`config.mk`:
```
export PLATFORM = sky130hd
export DESIGN_NAME = eth_axis_frame_arbiter_256b
export DESIGN_NICKNAME = d
export VERILOG_FILES = /design/src/rtl/eth_axis_pkg.sv /design/src/rtl/eth_axis_skid_256b.sv /design/src/rtl/eth_axis_frame_arbiter_256b.sv
export SDC_FILE = /design/constraint.sdc
export NUM_CORES = 1
export LEC_CHECK = 0
export BUFFER_PORTS_ARGS = -buffer_cell sky130_fd_sc_hd__buf_2
export CORE_AREA = 2 2 342 344
export DETAILED_ROUTE_END_ITERATION = 12
export DIE_AREA = 0 0 344 346
export GPL_ROUTABILITY_DRIVEN = 0
export SLEW_MARGIN = 20
export SYNTH_ARGS = -nofsm -noshare
export SYNTH_HDL_FRONTEND = slang
export SYNTH_SLANG_ARGS = --single-unit
```
`constraint.sdc`:
```
create_clock -name clk -period 4.7 [get_ports clk]
set_input_delay 0.47 -clock clk [delete_from_list [all_inputs] [get_ports clk]]
set_output_delay 0.47 -clock clk [all_outputs]
set_load 0.02 [all_outputs]
```
`src/rtl/eth_axis_pkg.sv`:
```
// Shared definitions for the 256-bit AXI4-Stream Ethernet datapath blocks.
package eth_axis_pkg;

  localparam int unsigned ETH_DATA_W = 256;
  localparam int unsigned ETH_KEEP_W = 32;

  typedef enum logic {ARB_IDLE, ARB_GRANTED} arb_state_t;

endpackage

```
`src/rtl/eth_axis_skid_256b.sv`:
```
// Two-entry register slice for a 256-bit AXI4-Stream beat plus source tag.
// The output register is the queue head, so s_ready is registered and never sees m_ready.
module eth_axis_skid_256b
  import eth_axis_pkg::*;
#(
  parameter int unsigned TID_W = 1
) (
  input  logic                  clk,
  input  logic                  rst_n,
  input  logic [ETH_DATA_W-1:0] s_data,
  input  logic [ETH_KEEP_W-1:0] s_keep,
  input  logic                  s_last,
  input  logic [TID_W-1:0]      s_tid,
  input  logic                  s_valid,
  output logic                  s_ready,
  output logic [ETH_DATA_W-1:0] m_data,
  output logic [ETH_KEEP_W-1:0] m_keep,
  output logic                  m_last,
  output logic [TID_W-1:0]      m_tid,
  output logic                  m_valid,
  input  logic                  m_ready
);

  logic [ETH_DATA_W-1:0] head_data_q, head_data_d, spare_data_q, spare_data_d;
  logic [ETH_KEEP_W-1:0] head_keep_q, head_keep_d, spare_keep_q, spare_keep_d;
  logic                  head_last_q, head_last_d, spare_last_q, spare_last_d;
  logic [TID_W-1:0]      head_tid_q, head_tid_d, spare_tid_q, spare_tid_d;
  logic                  head_valid_q, head_valid_d, spare_valid_q, spare_valid_d;
  logic                  s_ready_q, s_ready_d;
  logic                  push, pop;

  always_comb begin
    head_data_d   = head_data_q;
    head_keep_d   = head_keep_q;
    head_last_d   = head_last_q;
    head_tid_d    = head_tid_q;
    head_valid_d  = head_valid_q;
    spare_data_d  = spare_data_q;
    spare_keep_d  = spare_keep_q;
    spare_last_d  = spare_last_q;
    spare_tid_d   = spare_tid_q;
    spare_valid_d = spare_valid_q;
    push          = s_valid && s_ready_q;
    pop           = head_valid_q && m_ready;

    if (!head_valid_q || pop) begin
      if (spare_valid_q) begin
        head_data_d   = spare_data_q;
        head_keep_d   = spare_keep_q;
        head_last_d   = spare_last_q;
        head_tid_d    = spare_tid_q;
        head_valid_d  = 1'b1;
        spare_valid_d = push;
        if (push) begin
          spare_data_d = s_data;
          spare_keep_d = s_keep;
          spare_last_d = s_last;
          spare_tid_d  = s_tid;
        end
      end else begin
        head_valid_d = push;
        if (push) begin
          head_data_d = s_data;
          head_keep_d = s_keep;
          head_last_d = s_last;
          head_tid_d  = s_tid;
        end
      end
    end else if (push) begin
      // Head is stalled: the spare slot is guaranteed free because s_ready_q was high.
      spare_data_d  = s_data;
      spare_keep_d  = s_keep;
      spare_last_d  = s_last;
      spare_tid_d   = s_tid;
      spare_valid_d = 1'b1;
    end

    s_ready_d = !spare_valid_d;
  end

  always_ff @(posedge clk or negedge rst_n) begin
    if (!rst_n) begin
      head_data_q   <= '0;
      head_keep_q   <= '0;
      head_last_q   <= 1'b0;
      head_tid_q    <= '0;
      head_valid_q  <= 1'b0;
      spare_data_q  <= '0;
      spare_keep_q  <= '0;
      spare_last_q  <= 1'b0;
      spare_tid_q   <= '0;
      spare_valid_q <= 1'b0;
      s_ready_q     <= 1'b1;
    end else begin
      head_data_q   <= head_data_d;
      head_keep_q   <= head_keep_d;
      head_last_q   <= head_last_d;
      head_tid_q    <= head_tid_d;
      head_valid_q  <= head_valid_d;
      spare_data_q  <= spare_data_d;
      spare_keep_q  <= spare_keep_d;
      spare_last_q  <= spare_last_d;
      spare_tid_q   <= spare_tid_d;
      spare_valid_q <= spare_valid_d;
      s_ready_q     <= s_ready_d;
    end
  end

  assign s_ready = s_ready_q;
  assign m_data  = head_data_q;
  assign m_keep  = head_keep_q;
  assign m_last  = head_last_q;
  assign m_tid   = head_tid_q;
  assign m_valid = head_valid_q;

endmodule

```
`src/rtl/eth_axis_frame_arbiter_256b.sv`:
```
// Frame-granular round-robin arbiter merging PORTS receive streams onto one 256-bit path,
// tagging each beat with its source port and forwarding through a registered skid stage.
module eth_axis_frame_arbiter_256b
  import eth_axis_pkg::*;
#(
  parameter int unsigned PORTS  = 2,
  parameter int unsigned PORT_W = $clog2(PORTS)
) (
  input  logic                       clk,
  input  logic                       rst_n,
  input  logic [PORTS*ETH_DATA_W-1:0] s_axis_tdata,
  input  logic [PORTS*ETH_KEEP_W-1:0] s_axis_tkeep,
  input  logic [PORTS-1:0]           s_axis_tvalid,
  output logic [PORTS-1:0]           s_axis_tready,
  input  logic [PORTS-1:0]           s_axis_tlast,
  input  logic [PORTS-1:0]           port_enable,
  output logic [ETH_DATA_W-1:0]      m_axis_tdata,
  output logic [ETH_KEEP_W-1:0]      m_axis_tkeep,
  output logic                       m_axis_tvalid,
  input  logic                       m_axis_tready,
  output logic                       m_axis_tlast,
  output logic [PORT_W-1:0]          m_axis_tid,
  output logic                       busy,
  output logic [PORT_W-1:0]          grant_port
);

  // First requester strictly after last, wrapping modulo PORTS.
  function automatic logic [PORT_W-1:0] rr_pick(input logic [PORTS-1:0]  req,
                                                input logic [PORT_W-1:0] last);
    logic [PORT_W-1:0] pick;
    logic [PORT_W-1:0] idx_w;
    logic              found;
    int unsigned       idx;
    pick  = last;
    found = 1'b0;
    for (int unsigned i = 1; i <= PORTS; i++) begin
      idx   = (32'(last) + i) % PORTS;
      idx_w = PORT_W'(idx);
      if (!found && req[idx_w]) begin
        pick  = idx_w;
        found = 1'b1;
      end
    end
    return pick;
  endfunction

  arb_state_t        state_q, state_d;
  logic [PORT_W-1:0] grant_q, grant_d;
  logic [PORT_W-1:0] last_q, last_d;
  logic [PORTS-1:0]  req;

  logic [ETH_DATA_W-1:0] sel_data;
  logic [ETH_KEEP_W-1:0] sel_keep;
  logic                  sel_valid;
  logic                  sel_last;
  logic                  skid_s_valid;
  logic                  skid_s_ready;

  assign req = s_axis_tvalid & port_enable;

  always_comb begin
    sel_data  = '0;
    sel_keep  = '0;
    sel_valid = 1'b0;
    sel_last  = 1'b0;
    for (int unsigned p = 0; p < PORTS; p++) begin
      if (grant_q == PORT_W'(p)) begin
        sel_data  = s_axis_tdata[p*ETH_DATA_W +: ETH_DATA_W];
        sel_keep  = s_axis_tkeep[p*ETH_KEEP_W +: ETH_KEEP_W];
        sel_valid = s_axis_tvalid[p];
        sel_last  = s_axis_tlast[p];
      end
    end
  end

  always_comb begin
    state_d       = state_q;
    grant_d       = grant_q;
    last_d        = last_q;
    s_axis_tready = '0;
    skid_s_valid  = 1'b0;
    unique case (state_q)
      ARB_IDLE: begin
        if (|req) begin
          grant_d = rr_pick(req, last_q);
          state_d = ARB_GRANTED;
        end
      end
      ARB_GRANTED: begin
        for (int unsigned p = 0; p < PORTS; p++) begin
          s_axis_tready[p] = skid_s_ready && (grant_q == PORT_W'(p));
        end
        skid_s_valid = sel_valid;
        // port_enable is deliberately ignored here so a started frame always completes.
        if (sel_valid && skid_s_ready && sel_last) begin
          last_d  = grant_q;
          state_d = ARB_IDLE;
        end
      end
    endcase
  end

  always_ff @(posedge clk or negedge rst_n) begin
    if (!rst_n) begin
      state_q <= ARB_IDLE;
      grant_q <= '0;
      last_q  <= PORT_W'(PORTS - 1);
    end else begin
      state_q <= state_d;
      grant_q <= grant_d;
      last_q  <= last_d;
    end
  end

  assign busy       = (state_q == ARB_GRANTED);
  assign grant_port = grant_q;

  eth_axis_skid_256b #(
    .TID_W (PORT_W)
  ) u_skid (
    .clk     (clk),
    .rst_n   (rst_n),
    .s_data  (sel_data),
    .s_keep  (sel_keep),
    .s_last  (sel_last),
    .s_tid   (grant_q),
    .s_valid (skid_s_valid),
    .s_ready (skid_s_ready),
    .m_data  (m_axis_tdata),
    .m_keep  (m_axis_tkeep),
    .m_last  (m_axis_tlast),
    .m_tid   (m_axis_tid),
    .m_valid (m_axis_tvalid),
    .m_ready (m_axis_tready)
  );

endmodule

```
Yosys cells after proc, flatten, opt, wreduce, memory -nomap -nowiden
Index checks and enable logic that the tools add are counted.

word-level totals
  output and inout bits = 295
  register bits = 586

cells by class
  equal/unequal tests = 1
  bitwise logic cells = 3
  add/subtract/negate cells = 2
  magnitude comparators = 2
  reduce and logical (&&, ||, !) cells = 16
  mux-type cells = 42

operators with widths
  cell                   number
  $mux W256              6
  $mux W32               6
  $mux W1                28
  $logic_and A1 B1 Y1    7
  $reduce_and A2 Y1      3
  $lt A1 B2 Y1 const B   2
  $logic_not A1 Y1       3
  $add A1 B1 Y1 const B  2
  $and A2 B2 Y2          1
  $mux W2                1
  $ne A2 B1 Y1 const B   1
  $not A1 Y1             2
  $pmux W1 S2            1
  $reduce_bool A2 Y1     1
  $reduce_or A2 Y1       1
  $logic_or A1 B1 Y1     1

Logic depth before layout (Yosys ltp)
  depth after elaboration = 9
  mapped depth = 8
  gate-level depth less buffers = 4

By module
Synthesis repeated with hierarchy kept, for this count alone.

unflattened totals
  cell total of the unflattened synthesis = 2252
  area total of the unflattened synthesis = 28706.3 sq um

by module, submodules not included
  module                       instances  area each (sq um)  sequential area each (sq um)  cells an instance
  eth_axis_skid_256b           1          24825.1            14590.2                       1913
  eth_axis_frame_arbiter_256b  1          3881.2             76.3                          339

Worst setup path before layout
Ideal clock, no wire load.

  kind = register to output
  from = reg grant_q (netlist: grant_port)
  to = out s_axis_tready[1]
  stages on the path, launching flop included = 5
  data required time = 4.230 ns
  data arrival time = 1.422 ns
  slack = 2.808 ns
  path through = dfrtp_1 -> buf_4 -> buf_6 -> clkbuf_1 -> and3_1

on the way
  word-level cells in the longest chain between the ends = 2

ends and longest elaborated chain
  element                 RTL line                            source
  start, declared         eth_axis_frame_arbiter_256b.sv:48   logic [PORT_W-1:0] grant_q, grant_d;
  start signal, assigned  eth_axis_frame_arbiter_256b.sv:110  grant_q <= grant_d;
  $logic_and A1 B1 Y1     eth_axis_frame_arbiter_256b.sv:91   s_axis_tready[p] = skid_s_ready && (grant_q == PORT_W'(p));
  $mux W2                 eth_axis_frame_arbiter_256b.sv:82   unique case (state_q)
  end, declared           eth_axis_frame_arbiter_256b.sv:14   output logic [PORTS-1:0] s_axis_tready,

Every way passes these cells.

Worst setup path in the final report
  from = reg u_skid.spare_valid_q
  to = reg u_skid.spare_data_q[247]

on the way
  word-level cells in the longest chain between the ends = 1

ends and longest elaborated chain
  element                 RTL line                   source
  start, declared         eth_axis_skid_256b.sv:28   logic head_valid_q, head_valid_d, spare_valid_q, spare_valid_d;
  start signal, assigned  eth_axis_skid_256b.sv:104  spare_valid_q <= spare_valid_d;
  $ne A2 B1 Y1 (no line)  n/a
  end signal, assigned    eth_axis_skid_256b.sv:100  spare_data_q <= spare_data_d;
  end, declared           eth_axis_skid_256b.sv:24   logic [ETH_DATA_W-1:0] head_data_q, head_data_d, spare_data_q, spare_data_d;

Every way passes these cells.
A chain may end at the register's enable or synchronous reset.

==> results.yml <==
floorplanning:
  core_area_mm2: 0.115
  die_w_um: 344
  start_util_pct: 25.0
  dieArea_mm2: 0.119
  io_pins: 880
  row_count: 125
  dieHeight_um: 346
logic_synthesis:
  synth_area_mm2: 0.0288
  synth_nets: 3516
  yosys_warnings: 0
  syn_inst: 2931
  synth_cell_types: 30
  synth-seq-cells: 586
  synth.avg_cell_area_um2: 9.84
  synth-seq-area-share_pct: 50.9
worst_setup_path:
  cp_max_fo: 187
  crit_chain: "o2111ai_4, buf_12, buf_4, o21ai_0"
  startpoint_type: "flip-flop"
  critPathCaptureType: "flip-flop"
  critPathKind: "flip-flop to flip-flop"
  critPathMaxStageDelay_ns: 0.82
  worst_path_max_delay_cell: "o2111ai_4"
  crit_required_ns: 5.17
  r2r_cells: 4
  arrival_ns: 3.47
sta:
  finalCriticalPeriod_ns: 3.00
  finalCritPeriodShare_pct: 63.8
  holdWs_ns: 0.156
  setup_violations: 0
  tns_ns: 0
  fmax_ghz: 0.334
  maxSlewViolCount: 0
  hold_violations: 0
  final.setup_skew_ns: 0.0233
  rsz0062_at_grt: "no"
  max-slew-margin-rel_pct: 29.6
  tightest_slew_ns: 1.06
clocking:
  clock-sinks: 586
  clk_latency_ns: 0.62
  clk_pin_slew_ns: 0.06
  htree_levels: 3
  cts_buffer_depth: 3
  root_buffer: "clkbuf_16"
  numCtsBuffers: 70
  holdBufCountCts: 1
  cts_resized: 0
  cts_setup_buffers: 0
  cts_tree: "yes"
global_route:
  antenna_found_initial: 21
  grt_pass1_vias: 24705
  grt_max_degree: 188
  grt_pass1_wl_um: 152000
  grt.total_usage_pct: 16.2
  grt-ovfl-total: 0
drt:
  drtPass1Iterations: 5
  ant_nets: 0
  wl_per_cell_um: 19.2
  dr.first_iter.drc_count: 1724
  drc: 0
  vias: 25997
  wl_um: 101000
  vias_per_cell: 4.96
worst_hold_path:
  min_path_cells: 3
  hold_path.class: "primary input to flip-flop"
power_and_ir_drop:
  power.share.sequential_pct: 33.2
  vdd_ir_drop_max_mv: 0.437
  leakage_nw: 16.6
  clkPwrFrac_pct: 19.8
  power.share.combinational_pct: 47.1
  p_switching_mw: 12.4
  p_sw_share_pct: 43.7
  powerDensity_mw_per_mm2: 770
  intPower_mw: 16.1
placed_design:
  port_buffers: 879
  place_area_mm2: 0.0346
  dp_hpwl_um: 70200
layout:
  multi_input_area_mm2: 0.0129
  drive_gt1_share_pct: 30.6
  ff_latch_area_mm2: 0.0147
  fin_util_pct: 32.1
  fin_area_mm2: 0.0370
  fillerInstances: 11887
  fin_nets: 4242
  syn2layout_area_growth_pct: 28.4
outcome:
  outcome: "finished, final reports clean"
run:
  drv_cap: 0
==> Yosys cell counts, drive strengths merged <==
library cell | instances | share of area [%]
clkbuf | 133 | 1.7
mux2i | 289 | 10
nand3 | 289 | 5.0
buf | 158 | 2.9
and2b | 1 | 0.035
nor3 | 291 | 5.7
nand2 | 295 | 3.8
and3 | 2 | 0.043
o32a | 1 | 0.035
o2111ai | 1 | 0.052
a21o | 1 | 0.026
o221a | 1 | 0.039
nor3b | 288 | 8.0
nor2 | 7 | 0.091
a21oi | 4 | 0.069
o21ai | 289 | 5.0
dfrtp | 584 | 51
nor2b | 2 | 0.043
nand2b | 1 | 0.022
mux2 | 2 | 0.091
a2bb2oi | 1 | 0.030
dfstp | 2 | 0.18
o22ai | 289 | 6.3
==> per-layer routing <==
| metal | part of all wire, % | track usage, % | vias up |
|---|---|---|---|
| met4 | 2.5 | 4.45 | 18 |
| met1 | 43 | 21.6 | 12625 |
| met5 | 0.11 | 0 | - |
| met2 | 47 | 26.1 | 942 |
| li1 | - | - | 12251 |
| met3 | 7.2 | 3.64 | 161 |
==> flip-flops by register name, indices dropped and copies added, names as in the netlist <==
signal,flops
u_skid.spare_valid_q,1
u_skid.spare_keep_q,32
last_q,1
u_skid.spare_data_q,256
u_skid.m_last,1
grant_port,1
u_skid.m_data,256
busy,1
u_skid.spare_tid_q,1
u_skid.m_keep,32
u_skid.m_valid,1
u_skid.s_ready,1
u_skid.m_tid,1
u_skid.spare_last_q,1
==> critical path, delay by kind of cell (launching register included) <==
| kind | cells | cell delay [ns] |
|---|---|---|
| AO/OA/AOI/OAI | 2 | 0.98 |
| buffers and inverters | 2 | 0.99 |
| flip-flops | 1 | 0.68 |
==> path summary, 6_finish.rpt <==
| kind | start | to | slack [ns] |
|---|---|---|---|
| setup / recovery | u_skid.spare_valid_q | u_skid.spare_data_q[247] | 1.70 |
| hold / removal | s_axis_tdata[231] | u_skid.spare_data_q[231] | 0.16 |
| setup reg to reg | u_skid.spare_valid_q | u_skid.spare_data_q[247] | 1.70 |
| hold reg to reg | u_skid.spare_data_q[93] | u_skid.spare_data_q[93] | 0.48 |
| max in group asynchronous | rst_n | u_skid.m_data[169] | 2.98 |
| min in group asynchronous | rst_n | u_skid.m_data[238] | 0.44 |
==> through the flow <==
step	power [mW]	setup WS [ns]	std cells
global placement	22.6	1.66	5108
detailed placement	23.0	1.64	5108
floorplan	18.6	2.81	2931
global route	30.5	1.42	5235
finish	28.5	1.70	5238
CTS	28.7	1.64	5235
==> power groups by stage <==
stage | Sequential (mW) | Clock (mW) | Combinational [mW]
global route | 9.78 | 5.99 | 14.7
CTS | 9.42 | 5.79 | 13.5
finish | 9.46 | 5.63 | 13.4
detailed placement | 9.48 | 0 | 13.5
global placement | 9.40 | 0 | 13.2
floorplan | 10.7 | 0 | 7.85
==> final cells by class <==
class                   count  area share, %
flip-flops and latches    586           39.6
diodes                      3         0.0203
repair buffers            945           14.0
well taps                1524           5.15
clock buffers             102           5.63
multi-input cells        2054           34.7
clock inverters            24          0.818
==> placed cells by master, fill, tap and decap left out, drive strengths merged, types with 3 or more instances in the layout <==
cell    count
mux2i     289
clkinv     15
buf       944
bufinv      6
dfrtp     584
nand2     295
nor2        7
nand3     289
diode       3
o21ai     289
clkbuf    102
a21oi       4
nor3      291
o22ai     289
nor3b     288
==> cell families after synthesis <==
kind of cell | Yosys count | synth area share (%)
DFF | 586 | 50.9
buffers and inverters | 291 | 4.67
and+or+nand+nor | 1176 | 22.8
AOI/OAI and AO/OA | 587 | 11.5
muxes | 291 | 10.1
Power figures use the tool's default switching activity.
